**config.mk**
```make
export PLATFORM = sky130hd
export DESIGN_NAME = seq_shift_register
export DESIGN_NICKNAME = d
export VERILOG_FILES = /design/src/rtl/seq_shift_pkg.sv /design/src/rtl/seq_shift_register_counter.sv /design/src/rtl/seq_shift_register.sv
export SDC_FILE = /design/constraint.sdc
export NUM_CORES = 1
export LEC_CHECK = 0
export CAP_MARGIN = 0
export CORE_MARGIN = 3
export CORE_UTILIZATION = 25
export DETAILED_ROUTE_END_ITERATION = 7
export GPL_TIMING_DRIVEN = 0
export PLACE_DENSITY = 0.53
export SLEW_MARGIN = 30
export SYNTH_ARGS = -nofsm -noshare
export SYNTH_HDL_FRONTEND = slang
export SYNTH_SLANG_ARGS = --single-unit
```
**constraint.sdc**
```tcl
create_clock -name clk -period 1.88 [get_ports clk]
set_input_delay 0.376 -clock clk [delete_from_list [all_inputs] [get_ports clk]]
set_output_delay 0.376 -clock clk [all_outputs]
set_load 0.01 [all_outputs]
```
**src/rtl/seq_shift_pkg.sv**
```systemverilog
// Shared types for the sequential shift register: shift modes and control FSM states.
package seq_shift_pkg;

  typedef enum logic [1:0] {
    MODE_SHL  = 2'b00,
    MODE_SHRL = 2'b01,
    MODE_SHRA = 2'b10,
    MODE_ROL  = 2'b11
  } shift_mode_t;

  typedef enum logic [1:0] {
    ST_IDLE = 2'd0,
    ST_RUN  = 2'd1,
    ST_FIN  = 2'd2
  } state_t;

endpackage

```
**src/rtl/seq_shift_register_counter.sv**
```systemverilog
// Loadable down-counter for the shift run; last is high while the count is exactly one.
// Load and clear take effect on the next edge; decrement saturates at zero.
module shift_run_counter #(
  parameter int CNT_W = 5
) (
  input  logic             clk,
  input  logic             rst,
  input  logic             clr,
  input  logic             load,
  input  logic [CNT_W-1:0] load_val,
  input  logic             dec,
  output logic             last
);

  logic [CNT_W-1:0] cnt_q;
  logic [CNT_W-1:0] cnt_d;

  always_comb begin
    cnt_d = cnt_q;
    if (clr) begin
      cnt_d = '0;
    end else if (load) begin
      cnt_d = load_val;
    end else if (dec && (cnt_q != '0)) begin
      cnt_d = cnt_q - CNT_W'(1);
    end
  end

  always_ff @(posedge clk) begin
    if (rst) begin
      cnt_q <= '0;
    end else begin
      cnt_q <= cnt_d;
    end
  end

  assign last = (cnt_q == CNT_W'(1));

endmodule

```
**src/rtl/seq_shift_register.sv**
```systemverilog
// Multi-mode shift register running a programmed number of 1-bit shifts, one per clock, with start/busy/done.
// Mode 11 rotates left only when SEQ_SHIFT_ROTATE_EN is defined; otherwise it behaves as SHL.
module seq_shift_register
  import seq_shift_pkg::*;
#(
  parameter int               WIDTH    = 16,
  parameter int               CNT_W    = $clog2(WIDTH + 1),
  parameter logic [WIDTH-1:0] INIT_VAL = {WIDTH{1'b1}}
) (
  input  logic             clk,
  input  logic             rst,
  input  logic             zero,
  input  logic             init,
  input  logic             ld,
  input  logic [WIDTH-1:0] d_in,
  input  logic             start,
  input  logic [1:0]       mode,
  input  logic [CNT_W-1:0] amount,
  input  logic             fill,
  output logic [WIDTH-1:0] q,
  output logic             ser_out,
  output logic             busy,
  output logic             done
);

  state_t           state_q, state_d;
  shift_mode_t      mode_q, mode_d;
  logic             fill_q, fill_d;
  logic [WIDTH-1:0] q_q, q_d;
  logic             ser_q, ser_d;
  logic             busy_q, busy_d;
  logic             done_q, done_d;

  logic [WIDTH-1:0] shift_val;
  logic             shift_ser;
  logic             cnt_clr, cnt_load, cnt_dec, cnt_last;

  shift_run_counter #(
    .CNT_W(CNT_W)
  ) u_cnt (
    .clk      (clk),
    .rst      (rst),
    .clr      (cnt_clr),
    .load     (cnt_load),
    .load_val (amount),
    .dec      (cnt_dec),
    .last     (cnt_last)
  );

  // One-bit shift of the current contents using the mode and fill latched at start.
  always_comb begin
    shift_val = {q_q[WIDTH-2:0], fill_q};
    shift_ser = q_q[WIDTH-1];
    case (mode_q)
      MODE_SHRL: begin
        shift_val = {fill_q, q_q[WIDTH-1:1]};
        shift_ser = q_q[0];
      end
      MODE_SHRA: begin
        shift_val = {q_q[WIDTH-1], q_q[WIDTH-1:1]};
        shift_ser = q_q[0];
      end
`ifdef SEQ_SHIFT_ROTATE_EN
      MODE_ROL: begin
        shift_val = {q_q[WIDTH-2:0], q_q[WIDTH-1]};
        shift_ser = q_q[WIDTH-1];
      end
`endif
      default: ;
    endcase
  end

  always_comb begin
    state_d  = state_q;
    mode_d   = mode_q;
    fill_d   = fill_q;
    q_d      = q_q;
    ser_d    = ser_q;
    cnt_clr  = 1'b0;
    cnt_load = 1'b0;
    cnt_dec  = 1'b0;
    if (zero || init || ld) begin
      q_d     = zero ? '0 : (init ? INIT_VAL : d_in);
      state_d = ST_IDLE;
      cnt_clr = 1'b1;
    end else begin
      case (state_q)
        ST_IDLE: begin
          if (start) begin
            mode_d = shift_mode_t'(mode);
            fill_d = fill;
            if (amount != '0) begin
              state_d  = ST_RUN;
              cnt_load = 1'b1;
            end else begin
              state_d = ST_FIN;
            end
          end
        end
        ST_RUN: begin
          q_d     = shift_val;
          ser_d   = shift_ser;
          cnt_dec = 1'b1;
          if (cnt_last) begin
            state_d = ST_FIN;
          end
        end
        ST_FIN:  state_d = ST_IDLE;
        default: state_d = ST_IDLE;
      endcase
    end
    busy_d = (state_d != ST_IDLE);
    done_d = (state_d == ST_FIN);
  end

  always_ff @(posedge clk) begin
    if (rst) begin
      state_q <= ST_IDLE;
      mode_q  <= MODE_SHL;
      fill_q  <= 1'b0;
      q_q     <= '0;
      ser_q   <= 1'b0;
      busy_q  <= 1'b0;
      done_q  <= 1'b0;
    end else begin
      state_q <= state_d;
      mode_q  <= mode_d;
      fill_q  <= fill_d;
      q_q     <= q_d;
      ser_q   <= ser_d;
      busy_q  <= busy_d;
      done_q  <= done_d;
    end
  end

  assign q       = q_q;
  assign ser_out = ser_q;
  assign busy    = busy_q;
  assign done    = done_q;

endmodule

```
==> run_results.csv <==
group,metric,value,unit
floorplanning,rows,28,
grt,grtUsageMet3,0.0500,
hold_path,hold_depth,2,
setup_path,r2r-start,"mode_q[0]",
timing,rsz0062_at_grt,"false",
synth,seq_area_frac_synth,0.367,
synth,synth_edf_count,0,
floorplanning,io_pins,49,
grt,antenna_found_initial,0,
clock_network,clk_pin_slew,0.06,ns
place,place_inst,318,
clock_network,clk_latency,0.28,ns
clock_network,htree_levels,2,
power,power_density,620,nW/um2
cells_and_area,n_antenna_cell,0,
synth,synth_compound_area_frac,0.297,
setup_path,worstPathArrival,1.98,ns
setup_path,rr_endpoint,"q[8]",
hold_path,min_to,"u_cnt.cnt_q[4]",
setup_path,start_kind,"flip-flop",
synth,yosys.area.top_type,"dfxtp_1",
grt,busiest_layer,"met2",
setup_path,cp_max_fo,10,
floorplanning,dieArea,7320,um2
synth,synth_xor_area_frac,0.00554,
synth,synthTopCellsByArea,"dfxtp_1 (37%), nand2_1 (6.4%), a22o_1 (6.1%)",
cells_and_area,drive_above_1_share,0.138,
floorplanning,initial_core_util,0.262,
place,place_hpwl,3.54,mm
grt,grt_max_degree,13,
clock_network,cts_tree,"built",
synth,synthAdderAreaFrac,0.0316,
setup_path,critical_path.endpoint_type,"flip-flop",
route,ant_nets,0,
hold_path,worstHoldStart,"u_cnt.cnt_q[4]",
timing,slew_headroom,0.633,
route,routed_wl,5.06,mm
power,peakVddDrop,273,uV
timing,fin_tns_setup,0,ns
cells_and_area,area_growth,47.5,%
clock_network,clock_sinks,29,
synth,synth_warnings,0,
synth,syn_area,1580,um2
setup_path,critPathSlowestCell,"dfxtp_2",
synth,synth-simple-area-share,0.212,
status,outcome,"complete, no violations",
power,leakage,0.793,nW
route,drc,0,
setup_path,required,2.06,ns
timing,worst_slew_pin_slew,0.550,ns
synth,yosys_register_bits,29,
synth,synth_mux_area_frac,0.0253,
setup_path,crit_chain,"inv_1, ha_1, buf_4, o21ba_4, buf_8, a22o_1, nand2_1, a311oi_1",
place,place.gp.congestion,0.801,
setup_path,slowest_delay,0.34,ns
clock_network,clockRootBuffer,"clkbuf_8",
flow_run,max_cap_violations,0,
route,drt_first_pass_iters,4,
grt,grtUsageTotal,0.144,
timing,setup_violations,0,
floorplanning,core,6030,um2
clock_network,cts_made_buffers,5,
route,vias,1680,
route,wire_per_inst,15.4,um
setup_path,crit_type,"reg -> reg",
timing,drv_slew,0,
synth,async_reset_ff_frac,0,
setup_path,reg2reg_slack,0.09,ns
grt,grt_use_met1,0.192,
grt,grt_pass1_vias,1646,
timing,finalCritPeriodShare,0.954,
synth,yosysUniqueCellTypes,36,
place,io_buffers,48,
timing,fmax,557,MHz
timing,hold_viol,0,
clock_network,cts-hold-fix-buffers,0,
grt,grt_use_met2,0.213,
route,detailedRoute.firstIterationViolations,73,
setup_path,worst_r2r_path_depth,8,
grt,overflow,0,
hold_path,min_path_type,"reg -> reg",
timing,fin_crit,1.79,ns
clock_network,cts_buffer_depth,2,
cells_and_area,stdcell_count,329,
synth,synth_top_area_frac,0.367,
synth,avgSynthCellArea,8.11,um2
floorplanning,die_h,85.5,um
synth,synth-main-ff-cell,"dfxtp_1",
cells_and_area,nFillCells,643,
synth,synth_fp_nets,229,
grt,grt_pass1_wl,8.25,mm
route,vias_per_cell,5.11,
synth,synth_cells,195,
synth,synth_top_family_by_area,"compound AO/OA/AOI/OAI gates",
cells_and_area,num-nets-final,288,
timing,finalClockSkew,0.0109,ns
floorplanning,dieWidth,85.5,um
## metal layers
layer  vias to the layer above  wire length [um]
met1                       778              2340
li1                        831                 -
met2                        67              2290
met3                         4               389
met5                         -                 0
met4                         0                46
## flip-flops by register name, indices dropped and copies added (netlist names)
| register | flops |
|---|---|
| state_q | 2 |
| busy | 1 |
| mode_q | 2 |
| u_cnt.cnt_q | 5 |
| ser_out | 1 |
| fill_q | 1 |
| done | 1 |
| q | 16 |
## power breakdown
part / total [W] / internal (W) / leakage [nW] / switching, W
Clock: 0.000527 / 0.000290 / 0.0443 / 0.000236
Sequential: 0.000667 / 0.000639 / 0.237 / 0.0000281
Combinational: 0.000252 / 0.000142 / 0.512 / 0.000110
Total: 0.00145 / 0.00107 / 0.793 / 0.000375
## per-stage QoR
stage               total power (W)   util  hold slack [ns]  instance area, um2  worst slack, ns
global placement           0.000924  0.358            0.492                2160           -0.727
detailed placement         0.000923  0.358            0.493                2160           -0.727
global route                0.00152  0.387            0.529                2330           0.0185
CTS                         0.00146  0.384            0.505                2310          0.00842
finish                      0.00145  0.387            0.492                2330           0.0861
floorplan                  0.000780      -            0.469                1580          0.00339
## placed cells by master, fill, tap and decap left out, types with 5 or more instances in the layout
cell,n
clkbuf_8,6
dfxtp_1,28
inv_1,9
o21ai_0,12
nor2_1,19
clkdlybuf4s50_1,45
nand2_1,26
buf_4,5
a31oi_1,8
a22o_1,11
clkbuf_1,5
a21oi_1,7
nor3_1,7
## cells by family after synthesis
logic type / after synthesis
simple gates: 72
compound gates: 64
flops: 29
buf+inv: 21
mux: 4
fa+ha+maj: 4
xor+xnor: 1
## worst max-delay path, delay by kind of cell (launching register included)
family	cells	cell delay (ns)
buf+inv	3	0.36
simple gates	1	0.06
flops	1	0.34
fa+ha+maj	1	0.28
compound gates	3	0.67
## how the worst max path moves through the flow
stage	start	endpoint	slack (ns)	depth (start not counted)
after floorplan	mode_q[0]	q[10]	0.003	8
after global placement	init	q[4]	-0.73	6
after detailed placement	init	q[4]	-0.73	6
after CTS	mode_q[0]	q[10]	0.008	8
after global routing	mode_q[0]	q[8]	0.02	8
final	mode_q[0]	q[8]	0.09	8
## synthesized netlist by cell type, types with 7 or more instances
library cell   n
a21oi_1        7
a22o_1        11
a31oi_1        8
clkbuf_1       7
dfxtp_1       29
inv_1          9
nand2_1       27
nor2_1        21
nor3_1         7
o21ai_0       12
## what timing repair did
action / in CTS / in global routing
pin swaps: 2 / 3
resized for setup: 16 / 5
endpoints found under the hold margin: 0 / 0
endpoints found under the setup margin: 29 / 8
buffers inserted: 3 / 2
## area by class of cell
type | instances | area, um2 | area share
multi-input cells | 145 | 933 | 0.400
flip-flops and latches | 29 | 582 | 0.249
repair buffers | 53 | 529 | 0.227
well taps | 75 | 93.8 | 0.0402
clock buffers | 7 | 86.3 | 0.0370
plain buffers | 11 | 75.1 | 0.0322
inverters | 9 | 33.8 | 0.0145
Note: power is estimated with default switching activity, not from simulation.
